`config.mk`:
```
export PLATFORM = sky130hd
export DESIGN_NAME = password_serializer
export DESIGN_NICKNAME = d
export VERILOG_FILES = /design/src/rtl/password_serializer.sv
export SDC_FILE = /design/constraint.sdc
export NUM_CORES = 1
export LEC_CHECK = 0
export CAP_MARGIN = 20
export CORE_MARGIN = 2
export CORE_UTILIZATION = 50
export DETAILED_ROUTE_END_ITERATION = 10
export PLACE_DENSITY = 0.81
export SLEW_MARGIN = 20
export SYNTH_ARGS = -nofsm -noshare
export SYNTH_HDL_FRONTEND = slang
export SYNTH_SLANG_ARGS = --single-unit
```
`constraint.sdc`:
```
create_clock -name clk -period 1.7 [get_ports clk]
set_input_delay 0.34 -clock clk [delete_from_list [all_inputs] [get_ports clk]]
set_output_delay 0.34 -clock clk [all_outputs]
set_load 0.02 [all_outputs]
```
`src/rtl/password_serializer.sv`:
```
// Transmit side of the serial password link: latches a password and shifts it
// out MSB-first, optionally repeating it with idle gap cycles between frames.
module password_serializer #(
    parameter int   PWD_WIDTH  = 4,
    parameter int   GAP_CYCLES = 2,
    parameter logic IDLE_BIT   = 1'b0,
    parameter int   REP_W      = 4
) (
    input  logic                 clk,
    input  logic                 rst_n,
    input  logic                 start,
    input  logic [PWD_WIDTH-1:0] pwd_in,
    input  logic [REP_W-1:0]     repeat_n,
    input  logic                 abort,
    output logic                 out,
    output logic                 out_valid,
    output logic                 busy,
    output logic                 done
);

    localparam int BW = $clog2(PWD_WIDTH);
    localparam int GW = (GAP_CYCLES > 1) ? $clog2(GAP_CYCLES) : 1;
    localparam logic [BW-1:0]    BIT_LAST = BW'(PWD_WIDTH - 1);
    localparam logic [GW-1:0]    GAP_LAST = GW'((GAP_CYCLES > 0) ? GAP_CYCLES - 1 : 0);
    localparam logic [REP_W-1:0] ONE_FRAME = REP_W'(1);

    typedef enum logic [1:0] {
        S_IDLE,
        S_SHIFT,
        S_GAP
    } state_t;

    state_t               r_state, w_stateNext;
    logic [PWD_WIDTH-1:0] r_word, w_wordNext;
    logic [PWD_WIDTH-1:0] r_shift, w_shiftNext;
    logic [BW-1:0]        r_bitCnt, w_bitCntNext;
    logic [GW-1:0]        r_gapCnt, w_gapCntNext;
    logic [REP_W-1:0]     r_frames, w_framesNext;
    logic                 r_out, w_outNext;
    logic                 r_valid, w_validNext;
    logic                 r_busy, w_busyNext;
    logic                 r_done, w_doneNext;

    always_ff @(posedge clk or negedge rst_n) begin
        if (!rst_n) begin
            r_state  <= S_IDLE;
            r_word   <= '0;
            r_shift  <= '0;
            r_bitCnt <= '0;
            r_gapCnt <= '0;
            r_frames <= '0;
            r_out    <= IDLE_BIT;
            r_valid  <= 1'b0;
            r_busy   <= 1'b0;
            r_done   <= 1'b0;
        end else begin
            r_state  <= w_stateNext;
            r_word   <= w_wordNext;
            r_shift  <= w_shiftNext;
            r_bitCnt <= w_bitCntNext;
            r_gapCnt <= w_gapCntNext;
            r_frames <= w_framesNext;
            r_out    <= w_outNext;
            r_valid  <= w_validNext;
            r_busy   <= w_busyNext;
            r_done   <= w_doneNext;
        end
    end

    // The FSM leaves SHIFT on the edge that emits the final bit, so busy is kept
    // high for one extra IDLE cycle (the last bit on the line); the done pulse
    // follows it.
    always_comb begin
        w_stateNext  = r_state;
        w_wordNext   = r_word;
        w_shiftNext  = r_shift;
        w_bitCntNext = r_bitCnt;
        w_gapCntNext = r_gapCnt;
        w_framesNext = r_frames;
        w_outNext    = IDLE_BIT;
        w_validNext  = 1'b0;
        w_busyNext   = r_busy;
        w_doneNext   = 1'b0;

        if (abort && r_busy) begin
            w_stateNext  = S_IDLE;
            w_shiftNext  = '0;
            w_bitCntNext = '0;
            w_gapCntNext = '0;
            w_framesNext = '0;
            w_busyNext   = 1'b0;
        end else begin
            case (r_state)
                S_IDLE: begin
                    if (r_busy) begin
                        w_busyNext = 1'b0;
                        w_doneNext = 1'b1;
                    end else if (start) begin
                        w_wordNext   = pwd_in;
                        w_shiftNext  = pwd_in;
                        w_bitCntNext = '0;
                        w_gapCntNext = '0;
                        w_framesNext = (repeat_n == '0) ? ONE_FRAME : repeat_n;
                        w_busyNext   = 1'b1;
                        w_stateNext  = S_SHIFT;
                    end
                end
                S_SHIFT: begin
                    w_outNext   = r_shift[PWD_WIDTH-1];
                    w_validNext = 1'b1;
                    w_shiftNext = {r_shift[PWD_WIDTH-2:0], 1'b0};
                    if (r_bitCnt == BIT_LAST) begin
                        w_bitCntNext = '0;
                        if (r_frames != ONE_FRAME) begin
                            w_framesNext = r_frames - ONE_FRAME;
                            w_shiftNext  = r_word;
                            if (GAP_CYCLES > 0) begin
                                w_gapCntNext = '0;
                                w_stateNext  = S_GAP;
                            end
                        end else begin
                            w_framesNext = '0;
                            w_stateNext  = S_IDLE;
                        end
                    end else begin
                        w_bitCntNext = r_bitCnt + BW'(1);
                    end
                end
                S_GAP: begin
                    if (r_gapCnt == GAP_LAST) begin
                        w_gapCntNext = '0;
                        w_stateNext  = S_SHIFT;
                    end else begin
                        w_gapCntNext = r_gapCnt + GW'(1);
                    end
                end
                default: begin
                    w_stateNext = S_IDLE;
                    w_busyNext  = 1'b0;
                end
            endcase
        end
    end

    assign out       = r_out;
    assign out_valid = r_valid;
    assign busy      = r_busy;
    assign done      = r_done;

endmodule

```
Yosys cells after proc, flatten, opt, wreduce, memory -nomap -nowiden
Index checks and enable logic that the tools add are counted.
- output and inout port bits: 4
- bits in registers: 21
- bits of input ports: 12
- word-level logic and storage cells: 79
- $add $sub $neg: 3
- reductions and logical operators: 11
- muxes and demuxes: 43
- bitwise operators: 2
- equality and inequality tests: 10
- operator list (cell ; count):
    $mux 4 ; 11
    $mux 2 ; 10
    $mux 1 ; 16
    $pmux 4 s2 ; 2
    $ne 3x3->1 const B ; 5
    $reduce_and 4->1 ; 3
    $pmux 2 s3 ; 1
    $reduce_and 5->1 ; 1
    $eq 2x2->1 const B ; 2
    $logic_not 4->1 ; 1
    $ne 4x1->1 const B ; 1
    $pmux 2 s2 ; 1
    $reduce_bool 4->1 ; 1
    $sub 4x1->4 const B ; 1
    $pmux 1 s3 ; 1
    $reduce_and 3->1 ; 1
    $reduce_bool 3->1 ; 1
    $add 2x1->2 const B ; 1
    $eq 2x1->1 const B ; 1
    $logic_not 2->1 ; 1
    $ne 2x1->1 const B ; 1
    $not 1->1 ; 2
    $pmux 1 s2 ; 1
    $reduce_or 2->1 ; 1
    other kinds (2) ; 2

Depth between registers and ports, before layout
Gate-level depths: netlist (run 1).
- depth after elaboration: 6
- depth in mapped cells: 8
- gate-level depth less buffers: 6

Worst setup path after synthesis (run 1)
OpenSTA, ideal clock, no wires.
- path kind: flip-flop to flip-flop
- from: register r_state[0]
- to: register r_frames[2]
- data required time: 1579 ps
- path buffers: 1
- path slack: 184 ps
- cell stages (with the launch flop): 7
- arrival: 1395 ps
- clock period less this slack: 1516 ps
- library setup time: 121 ps
- path through: dfrtp_1 inv_1 ha_1 buf_6 nand2b_4 o221a_4 a22o_1
- cells in the longest elaborated chain, start to end: 3
- elaborated cells between the ends (all ways): 9
- classes of those cells: 4 x eq/ne; 2 x mux; 3 x reduce/logical
- RTL lines (what ; line ; RTL):
    from (decl) ; 33 ; state_t r_state, w_stateNext;
    from (signal assigned) ; 57 ; r_state <= w_stateNext;
    $eq 2x1->1 / $logic_not 2->1 (equally long branches) ; 93 ; case (r_state)
    $ne 3x3->1 (no source line) (tied with other cells) ; -- ;
    $reduce_and 4->1 (no source line) / $mux 4 (equally long branches) ; -- ;
    to (signal assigned) ; 62 ; r_frames <= w_framesNext;
    to (decl) ; 38 ; logic [REP_W-1:0] r_frames, w_framesNext;
Several ways; a longest one is shown, not always the timed one.
A chain may end at the register's enable or synchronous reset.

Worst setup path after layout (run 1)
- from: register r_state[1]
- to: register r_frames[2]
Same word-level chain as after synthesis.

==> metrics.log, run 1 <==
[metrics] run status: completed
[metrics] combined buffer and inverter count along the critical path: 1
[metrics] Synth area leaders: sky130_fd_sc_hd__dfrtp_1 42%, sky130_fd_sc_hd__ha_1 7.0%, sky130_fd_sc_hd__o21ai_0 3.6%
[metrics] initial antenna violation count: 0
[metrics] pre-CTS WS: -0.0145 ns
[metrics] clock insertion delay at the later pin of the skew report: 0.31 ns
[metrics] number of max-slew violations in the final report: 0
[metrics] mean post-synth cell area: 9.69 um^2
[metrics] type of the worst setup path: flop to flop
[metrics] area of the placeable core: 2430 um^2
[metrics] area leader, netlist: sky130_fd_sc_hd__dfrtp_1
[metrics] register clock-pin slew on the reported worst setup and hold paths: 0.12 ns
[metrics] Sink Count: 21
[metrics] DR DRC count: 0
[metrics] CTS buffer count: 3
[metrics] required time at the endpoint of the critical path: 1.92 ns
[metrics] fraction of the yosys area taken by sequential cells: 0.420
[metrics] power per cell area: 1760 nW/um^2
[metrics] buffer count from post-CTS setup fixing: 0
[metrics] number of fillers in the final layout: 199
[metrics] fraction of the cycle the final worst path needs: 0.964
[metrics] global router's overall resource usage: 0.193
[metrics] number of cell rows: 18
[metrics] reg-to-reg setup timing slack: 0.06 ns
[metrics] Final Hold Violating Endpoints: 0
[metrics] # hold bufs at CTS: 0
[metrics] syn_nets: 148
[metrics] final worst slack: slightly above 0.06 ns
[metrics] CTS tree: yes
[metrics] buffer cell driving the clock tree root: sky130_fd_sc_hd__clkbuf_4
[metrics] Slowest cell on crit path: sky130_fd_sc_hd__dfrtp_1
[metrics] total iterations of the first detailed-routing run: 4
[metrics] HPWL after detailed placement: just under 2000 um
[metrics] flip-flop and latch count after synthesis: 21
[metrics] share of layout cells above drive strength 1: 0.203
[metrics] combined area of all synthesized cells: between 1000 and 1500 um^2
[metrics] worst IR drop on VDD: 0.922 mV
[metrics] GRT Residual Overflow: 0
[metrics] min-delay worst type: input pin to async pin
[metrics] Yosys top cell area share: 0.420
[metrics] final setup skew: 0.00318 ns
[metrics] DR vias: between 1000 and 1500
[metrics] wire per inst: 14.2 um
[metrics] wire length of the first global-routing pass: 4140 um
[metrics] Initial Util: 0.514
[metrics] post-synthesis async set-or-reset flop share: 1.00
[metrics] Worst path top cell family by delay: compound AO/OA/AOI/OAI gates
[metrics] P_leak: 0.701 nW
[metrics] Total Power Consumption: 2.68 mW
[metrics] mean number of vias per cell: about 5.6
[metrics] Port-buffer cells: 15
[metrics] Boundary Pins: 16
[metrics] setup repair after global routing missed its margin: true
[metrics] vias in the first global route: 951
[metrics] transition time of the tightest slew-check pin: 0.287 ns
[metrics] worst path arrival time: 1.86 ns
[metrics] list of cells traversed by the critical path: inv_1 -> ha_2 -> nand3b_2 -> o221a_4 -> a22o_1
[metrics] Top FF cell, synth: sky130_fd_sc_hd__dfrtp_1
[metrics] P&R area growth vs syn: 21.6%
[metrics] total of warnings raised by yosys: 0
[metrics] Relative slew margins: 0.808
[metrics] die extent in x: 54 um
[metrics] Setup crit end kind: flop
[metrics] worst-case clock buffer depth: 2
[metrics] Syn Inst Count: 129
[metrics] Post-Route Hold Slack: about 0.36 ns
[metrics] count of max-cap constraint violations: 0
[metrics] layout net count: 173
[metrics] min cycle time layout: ~1.6 ns
[metrics] area of the die: 2920 um^2
[metrics] critical path fanouts, max: 7
[metrics] diodes inserted: 0
[metrics] y dimension of the die: 54 um
[metrics] sum of routed wire length over all layers: around 2600 um
[metrics] maximum frequency from static timing analysis: 0.610 GHz
[metrics] Critical Path Max Stage Delay: 0.44 ns
[metrics] number of unique standard cell types used by synthesis: 43
[metrics] deepest level of the CTS H-tree: 1
[metrics] largest net degree at the start of global routing: 22
[metrics] number of setup violations in the final report: 0
[metrics] Worst Setup Start Kind: flop
[metrics] Post-synth EDFFs: 0
[metrics] number of design-rule violations left by the first detailed-router iteration: 27
[metrics] weighted congestion reported at the end of routability-driven placement: 0.777
[metrics] Post-DRT Antenna Nets: 0
-- sequential cells by signal (all words and copies together), names as in the netlist --
| register | flops |
|---|---|
| r_state | 2 |
| r_frames | 4 |
| r_bitCnt | 2 |
| out | 1 |
| busy | 1 |
| r_word | 4 |
| out_valid | 1 |
| r_gapCnt | 1 |
| done | 1 |
| r_shift | 4 |
-- final timing paths --
check | cells past startpoint | from | end
worst max-delay path | 5 | r_state[1] | r_frames[2]
worst min-delay path | 2 | rst_n | r_frames[3]
worst max register to register | 5 | r_state[1] | r_frames[2]
worst min register to register | 2 | r_word[2] | r_word[2]
max in group asynchronous | 2 | rst_n | r_bitCnt[1]
min in group clk | 2 | r_word[2] | r_word[2]
-- cell families after synthesis --
kind of cell,synth area share
multiplexers,0.0370
flip-flops,0.420
buffers and inverters,0.0581
AND/OR/NAND/NOR,0.235
AO/OA/AOI/OAI,0.179
adder cells (fa/ha/maj),0.0701
-- cell usage after synthesis, types with 2 or more instances --
cell	instances
sky130_fd_sc_hd__a211o_1	2
sky130_fd_sc_hd__buf_6	2
sky130_fd_sc_hd__nor3_1	3
sky130_fd_sc_hd__mux2i_1	2
sky130_fd_sc_hd__nand2_1	10
sky130_fd_sc_hd__a31oi_1	4
sky130_fd_sc_hd__ha_1	7
sky130_fd_sc_hd__nor3b_1	2
sky130_fd_sc_hd__nand2b_4	2
sky130_fd_sc_hd__o21ai_1	2
sky130_fd_sc_hd__nor2_1	8
sky130_fd_sc_hd__o21ai_0	9
sky130_fd_sc_hd__dfrtp_1	21
sky130_fd_sc_hd__inv_1	8
sky130_fd_sc_hd__and2_1	2
sky130_fd_sc_hd__nor2b_1	3
sky130_fd_sc_hd__inv_2	2
sky130_fd_sc_hd__nand3_1	8
sky130_fd_sc_hd__a21oi_1	8
-- final cells by class --
cell class                 instances  area [um^2]  area share
clock buffer                       3         22.5      0.0148
tap                               30         37.5      0.0247
sequential                        21          526       0.346
clock inverter                     1         5.00     0.00329
timing repair buffer              24          216       0.142
inverter                          10         37.5      0.0247
multi-input combinational         94          676       0.444
-- metal layers --
layer	wire length, um	vias up	GRT usage
li1	-	501	-
met1	1230	486	0.267
met2	1230	39	0.317
met3	113	5	0.0167
met4	37	0	0.0625
met5	0	-	0
-- cells in the final DEF, fill, tap and decap left out, types with 2 or more instances in the layout --
| cell | count |
|---|---|
| sky130_fd_sc_hd__nor2b_1 | 3 |
| sky130_fd_sc_hd__o21ai_0 | 9 |
| sky130_fd_sc_hd__a31oi_1 | 4 |
| sky130_fd_sc_hd__nor3_1 | 3 |
| sky130_fd_sc_hd__nand2_1 | 10 |
| sky130_fd_sc_hd__nand3_1 | 8 |
| sky130_fd_sc_hd__inv_1 | 8 |
| sky130_fd_sc_hd__inv_2 | 2 |
| sky130_fd_sc_hd__ha_1 | 5 |
| sky130_fd_sc_hd__dfrtp_1 | 21 |
| sky130_fd_sc_hd__buf_4 | 9 |
| sky130_fd_sc_hd__a211o_1 | 2 |
| sky130_fd_sc_hd__clkdlybuf4s50_1 | 14 |
| sky130_fd_sc_hd__and2_1 | 2 |
| sky130_fd_sc_hd__mux2i_1 | 2 |
| sky130_fd_sc_hd__a21oi_1 | 8 |
| sky130_fd_sc_hd__nor2_1 | 8 |
| sky130_fd_sc_hd__nand2b_4 | 2 |
| sky130_fd_sc_hd__clkbuf_4 | 3 |
-- worst register-to-register path: cells and delay by family, from the launching register on --
kind	cells	cell delay [ns]
AO/OA/AOI/OAI	2	0.54
flip-flops	1	0.44
adder cells (fa/ha/maj)	1	0.26
AND/OR/NAND/NOR	1	0.16
buffers and inverters	1	0.15
-- per-stage QoR --
step	utilization	instances	area [um^2]	setup TNS [ns]
final	0.625	183	1520	0
after global placement	0.604	179	1470	0
after floorplan	-	129	1250	0
after global routing	0.625	183	1520	-0.0332
after CTS	0.615	183	1500	0
after detailed placement	0.604	179	1470	-0.0145
-- timing repair --
action,4_1_cts,5_1_grt
gates cloned,0,0
setup endpoints to repair,1,8
gates resized for setup,1,5
-- where the power goes --
part | internal [mW] | switching, mW | total [mW]
logic | 0.750 | 0.780 | 1.53
registers | 0.716 | 0.182 | 0.898
clock network | 0.0881 | 0.163 | 0.251
Note: power is estimated with default switching activity, not from simulation.
==> run 2: changes to the inputs <==
- GPL_ROUTABILITY_DRIVEN: unset -> 0
- RECOVER_POWER: unset -> 25
==> metrics.log, run 2 (synthesized netlist as in run 1, its figures left out) <==
[metrics] type of the worst setup path: flop to flop
[metrics] Seq. cell area: 526 um^2
[metrics] DR vias: roughly 1000
[metrics] y dimension of the die: 54 um
[metrics] Relative slew margins: 0.252
[metrics] GRT Residual Overflow: 0
[metrics] area of the die: 2920 um^2
[metrics] transition time of the tightest slew-check pin: 1.12 ns
[metrics] setup repair after global routing missed its margin: true
[metrics] maximum frequency from static timing analysis: between 0.6 and 0.7 GHz
[metrics] number of design-rule violations left by the first detailed-router iteration: 27
[metrics] number of setup violations in the final report: 0
[metrics] P_sw: 1.13 mW
[metrics] DR DRC count: 0
[metrics] Initial Util: 0.514
[metrics] final worst slack: 0.0609 ns
[metrics] deepest level of the CTS H-tree: 1
[metrics] final setup skew: ~0.0032 ns
[metrics] startpoint of the most critical hold path: r_word[2]
[metrics] min cycle time layout: around 1.6 ns
[metrics] Post-DRT Antenna Nets: 0
[metrics] buffer cell driving the clock tree root: sky130_fd_sc_hd__clkbuf_4
[metrics] most frequent standard cell in the layout excluding fill and tap cells: sky130_fd_sc_hd__dfrtp_1
[metrics] area of the placeable core: 2430 um^2
[metrics] number of fillers in the final layout: roughly 200
[metrics] die extent in x: about 54 um
[metrics] final design area excluding fillers: 1520 um^2
[metrics] HPWL after detailed placement: between 1500 and 2000 um
[metrics] Int Pwr: 1.55 mW
[metrics] Worst Setup Start Kind: flop
[metrics] Port-buffer cells: 15
[metrics] number of cell rows: 18
[metrics] CTS buffer count: 3
[metrics] count of max-cap constraint violations: 0
[metrics] vias in the first global route: 951
[metrics] layout net count: about 170
[metrics] total iterations of the first detailed-routing run: 4
[metrics] Final Hold Violating Endpoints: 0
[metrics] number of max-slew violations in the final report: 0
[metrics] initial antenna violation count: 0
[metrics] sum of routed wire length over all layers: 2600 um
[metrics] required time at the endpoint of the critical path: 1.92 ns
[metrics] worst IR drop on VDD: roughly 0.92 mV
[metrics] clock insertion delay at the later pin of the skew report: 0.31 ns
[metrics] sw frac: 0.420
[metrics] Post-Route Utilization: 0.623
[metrics] Boundary Pins: 16
[metrics] diodes inserted: 0
[metrics] P_leak: 0.697 nW
[metrics] part of the power in registers: 0.335
[metrics] footprint of the multi-input gates: 676 um^2
[metrics] run status: completed
[metrics] fraction of the cycle the final worst path needs: 0.964
[metrics] largest net degree at the start of global routing: 22
[metrics] wire per inst: 14.2 um
[metrics] Total Power Consumption: 2.68 mW
[metrics] worst-case clock buffer depth: 2
[metrics] worst path arrival time: 1.86 ns
[metrics] Sink Count: 21
[metrics] register clock-pin slew on the reported worst setup and hold paths: 0.12 ns
[metrics] mean number of vias per cell: ~5.6
[metrics] Clock power frac: 0.094
[metrics] placement-stage cell area: ~1500 um^2
[metrics] CTS tree: yes
[metrics] # hold bufs at CTS: 0
[metrics] share of total power in combinational logic: 0.571
[metrics] share of layout cells above drive strength 1: 0.196
[metrics] global router's overall resource usage: 0.193
[metrics] critical path fanouts, max: 7
[metrics] power per cell area: between 1500 and 2000 nW/um^2
[metrics] Setup crit end kind: flop
[metrics] startpoint of the worst register-to-register path: r_state[1]
[metrics] largest registers: r_frames x4, r_shift x4, r_word x4
[metrics] wire length of the first global-routing pass: 4140 um
[metrics] most frequent cells in the layout: 21 x sky130_fd_sc_hd__dfrtp_1, 14 x sky130_fd_sc_hd__clkdlybuf4s50_1, 10 x sky130_fd_sc_hd__nand2_1
[metrics] pre-CTS WS: -0.0145 ns
[metrics] beginning of the critical path: r_state[1]
[metrics] min-delay worst type: flop to flop
[metrics] P&R area growth vs syn: 21.3%
-- run 2: final cells by class --
class / instances / share of cell area
multi-input cells: 94 / 0.446
flip-flops and latches: 21 / 0.347
repair buffers: 24 / 0.140
inverters: 10 / 0.0248
well taps: 30 / 0.0248
clock buffers: 3 / 0.0149
clock inverters: 1 / 0.00330
-- run 2: path summary, 6_finish.rpt --
kind | endpoint | slack (ns) | depth (start not counted)
min | r_word[2] | 0.50 | 2
min reg2reg | r_word[2] | 0.50 | 2
min in group asynchronous | r_frames[3] | 0.68 | 2
max reg2reg | r_frames[2] | 0.06 | 5
max in group asynchronous | r_bitCnt[1] | 0.36 | 2
max | r_frames[2] | 0.06 | 5
-- run 2: layer usage --
metal	GRT usage	vias to the layer above	routed length (um)
met5	0	-	0
met4	0.0625	0	37
met3	0.0167	5	113
met2	0.317	39	1230
met1	0.267	486	1220
li1	-	501	-
-- run 2: critical path, cell delays in order (launching register included) --
cell and delay (ns):
sky130_fd_sc_hd__dfrtp_1 0.44, sky130_fd_sc_hd__inv_1 0.15, sky130_fd_sc_hd__ha_2 0.26, sky130_fd_sc_hd__nand3b_2 0.16, sky130_fd_sc_hd__o221a_4 0.31, sky130_fd_sc_hd__a22o_1 0.23
-- run 2: power by group through the flow --
stage / Combinational, mW / Clock [mW] / Sequential (mW)
CTS: 1.50 / 0.255 / 0.876
detailed placement: 1.50 / 0 / 0.887
floorplan: 1.08 / 0 / 0.888
global placement: 1.44 / 0 / 0.883
finish: 1.53 / 0.251 / 0.898
global route: 1.71 / 0.269 / 0.921
-- run 2: through the flow --
step                      cells  hold WS [ns]  TNS [ns]
final                       183         0.505         0
after global routing        183         0.545   -0.0332
after CTS                   183         0.367         0
after detailed placement    179         0.474   -0.0145
after global placement      179         0.470         0
after floorplan             129        0.0444         0
-- run 2: repair_timing --
| item | CTS | global route |
|---|---|---|
| hold endpoints to repair | 0 | 0 |
| setup buffers | 0 | 0 |
| endpoints found under the setup margin | 1 | 8 |
| resized for setup | 1 | 5 |
==> variant 1: new RTL, config.mk and constraints of run 1 <==
The parameter `IDLE_BIT` goes from 1'b0 to 1'b1.
--- a/src/rtl/password_serializer.sv
+++ b/src/rtl/password_serializer.sv
@@ -4,5 +4,5 @@
     parameter int   PWD_WIDTH  = 4,
     parameter int   GAP_CYCLES = 2,
-    parameter logic IDLE_BIT   = 1'b0,
+    parameter logic IDLE_BIT   = 1'b1,
     parameter int   REP_W      = 4
 ) (
Check against the original RTL: not equivalent (Yosys sat finds a counterexample within 4 cycles, from zero or initial values and one cycle with rst_n low).
==> variant 1 against run 1 <==
Area after synthesis rose by 0.70%. Die area rose by 0.65%. Clock skew fell by 0.0019 ns. Hold slack improved by 0.0050 ns. Non-clock buffer count rose by 1. Routed wire length fell by 0.12%. Via count fell by 0.19%. Largest power group unchanged. Sequential cell count did not move. Setup slack improved by 0.059 ns. Cell area rose by 1.2%. Sequential share of layout area fell by 0.34 points. Power rose by 1.7%.
==> variant 1: results (changes against run 1) <==
- Largest net degree at the start of global routing: 22 (unchanged)
- Met2 Routed Length: 1.37 mm (+11%)
- Pre-CTS WS: -0.0527 ns (-0.0382 ns)
- Clock buffer count from CTS: 3 (unchanged)
- CP max FO: 1 (-6)
- Post-cts repair resize count: 3 (+2)
- Post-synth top cells: 20 x dfrtp_1, 10 x nand2_1, 9 x o21ai_0
- Peak supply drop: 0.00109 V (+18%)
- DP Area: 1490 sq um (+1.1%)
- Reg-to-Reg End: r_frames[0]
- Post-synth ARST share: 100% (unchanged)
- Multi-input gate area: 687 sq um (+1.7%)
- DRT Pass-1 Iters: 4 (unchanged)
- Slowest-stage cell, CP: clkdlybuf4s50_1
- GRT met1 Usage: 28.4% (+1.7 points)
- DR iter-0 viols: 31 (+15%)
- Syn Area/Cell: 9.76 sq um (+0.70%)
- Placed instance count: 180 (+0.56%)
- Ranking of synthesized cells by area: dfrtp_1 40%, ha_1 7.0%, o21ai_0 3.6%
- Postcts setup bufs: 0 (unchanged)
- WL final: 2.60 mm (-0.12%)
- Least-Margin Pin Slew: 0.307 ns (+0.0199 ns)
- R2r setup slk: 0.13 ns (+0.07 ns)
- Metal-1 WL: 1.10 mm (-9.9%)
- Tot GR Track Use: 21.9% (+2.6 points)
- Reg clk slew, reported paths: 0.11 ns
- Critical path arrival: 1.24 ns (-0.62 ns)
- Top delay family on crit path: buffers and inverters
- Leak pwr: 0.701 nW (about the same)
- HP Class: in -> async
- Hold Slack: 0.362 ns (+0.00495 ns)
- H-Tree Depth: 1 (unchanged)
- Syn Nets: 148 (unchanged)
- Reg2Reg Launch Point: r_state[0]
- Synth cell types: 44 (+2.3%)
- RD Place Congestion: 0.848 (+9.1%)
- Ant. Diodes: 0 (unchanged)
- Global-route wire length before repair: 4.52 mm (+9.2%)
- Fill cells: 209 (+5.0%)
- Net switching power: 1.13 mW (+0.72%)
- Sw Ratio: 41.6% (-0.39 points)
- Vias/cell: 5.59 (-0.74%)
- Share of cells above drive strength 1: 22.1% (+1.8 points)
- Met2 usage in global routing: 36.1% (+4.4 points)
- Clock Latency Late Sink: 0.30 ns
- Syn. warnings: 0 (unchanged)
- Clock group: 0.238 mW (-5%)
- DPL Wire Length: 2.07 mm (+5.0%)
- Layout Skew: 0.00126 ns (-0.00192 ns)
- Logic gate share of total power: 58.0% (+0.9 points)
- Final nets: 174 (+0.58%)
- Outcome: finished clean
- Wire length on met3: 119 microns (+5.3%)
- R2R depth: 6 (+1)
- Via count: 1029 (-0.19%)
- Post-synthesis sequential area ratio: 41.8% (-0.19 points)
- Clk buf depth: 2 (unchanged)
- CP peak stage delay: 0.60 ns (+0.16 ns)
- Met3 Use GR: 5.83% (+4.2 points)
[variant 1: cell families after synthesis]
| family | after synthesis | synth area share (%) |
|---|---|---|
| buffers and inverters | 14 | 5.77 |
| adder cells (fa/ha/maj) | 7 | 6.96 |
| multiplexers | 4 | 3.68 |
| AO/OA/AOI/OAI | 34 | 18.1 |
| AND/OR/NAND/NOR | 49 | 23.7 |
| flip-flops | 21 | 41.8 |
[variant 1: area by class of cell]
type,instances,share of cell area [%]
Sequential cell,21,34.2
Timing Repair Buffer,25,14.5
Clock inverter,1,0.325
Tap cell,30,2.44
Clock buffer,3,1.46
Multi-Input combinational cell,94,44.6
Inverter,10,2.44
[variant 1: how the worst max path moves through the flow]
| stage | endpoint | slack [ns] | startpoint |
|---|---|---|---|
| floorplan | r_frames[2] | 0.18 | r_state[0] |
| global placement | r_frames[2] | 0.02 | start |
| detailed placement | r_state[1] | -0.05 | start |
| CTS | r_frames[0] | 0.05 | r_state[1] |
| global route | r_frames[0] | 0.04 | r_state[0] |
| finish | done | 0.12 | done |
==> variant 2: new RTL, settings of run 1 <==
Without the edit above. Make the reset (`rst_n`) synchronous in one clocked block.
--- a/src/rtl/password_serializer.sv
+++ b/src/rtl/password_serializer.sv
@@ -42,5 +42,5 @@
     logic                 r_done, w_doneNext;
 
-    always_ff @(posedge clk or negedge rst_n) begin
+    always_ff @(posedge clk) begin
         if (!rst_n) begin
             r_state  <= S_IDLE;
Function: differs if rst_n is asserted again (counterexample within 4 cycles, from zero or initial values and one cycle with rst_n low); with rst_n held inactive, the same outputs for 10 cycles.
==> variant 2 against run 1 <==
Routed wire length up 8.2%. Setup slack worse by 0.050 ns. Sequential cell count unchanged. Largest cell class unchanged. Global-route usage up 2.7 points. Cell area down 5.9%. Area after synthesis down 8.0%. Power down 17%. Clock power up 2%.
==> variant 2: results (changes against run 1) <==
- Pwr per Cell Area: 1560 nW/um^2 (-12%)
- Least-Margin Pin Slew: 0.367 ns (+0.0800 ns)
- Met3 Use GR: 4.02% (+2.4 points)
- Tot GR Track Use: 22.0% (+2.7 points)
- Largest net degree at the start of global routing: 12 (-45%)
- Global-route wire length before repair: 4.33 mm (+4.7%)
- Post-cts repair resize count: 2 (+1)
- Peak supply drop: 0.000955 V (+3.6%)
- Clock power frac: 11.5% (+2.1 points)
- Internal power: 1.28 mW (-18%)
- Logic gate share of total power: 54.1% (-3.0 points)
- DR iter-0 viols: 24 (-11%)
- Ranking of synthesized cells by area: dfxtp_1 37%, ha_1 8.7%, mux2i_1 6.1%
- Pre-CTS WS: -0.0603 ns (-0.0458 ns)
- HP Class: reg -> reg
- Highest clock rate: 592 MHz (-3.0%)
- WL final: 2.82 mm (+8.2%)
- Wire length on met3: 73 microns (-35%)
- Number of global-route vias before repair: 947 (-0.42%)
- Outcome: finished clean
- R2r setup slk: 0.01 ns (-0.05 ns)
- Met2 Routed Length: 1.40 mm (+14%)
- Routed WL per cell: 15.5 microns (+8.8%)
- Syn Area/Cell: 8.78 sq um (-9.4%)
- Synth cell types: 36 (-16%)
==> variant 2: cell types whose count changed after synthesis, moves of 3 or more <==
| cell | before | now |
|---|---|---|
| a311oi_1 | 0 | 5 |
| dfrtp_1 | 21 | 0 |
| nor2b_1 | 3 | 8 |
| nor2_1 | 8 | 11 |
| nand3_1 | 8 | 5 |
| mux2i_1 | 2 | 7 |
| o21ai_0 | 9 | 5 |
| dfxtp_1 | 0 | 21 |
| a21oi_1 | 8 | 12 |
| nand2_1 | 10 | 6 |
==> variant 2: final timing paths <==
check | depth (start not counted) | endpoint | from
setup / recovery | 7 | r_frames[1] | r_state[1]
hold / removal | 2 | r_shift[2] | r_word[2]
setup reg to reg | 7 | r_frames[1] | r_state[1]
hold reg to reg | 2 | r_shift[2] | r_word[2]
==> variant 2: layout make-up <==
type                    count  area, sq um
inverters                   9         33.8
multi-input cells          97          703
flip-flops and latches     21          423
fillers                   176          761
repair buffers             23          209
clock buffers               4         26.3
well taps                  28         35.0
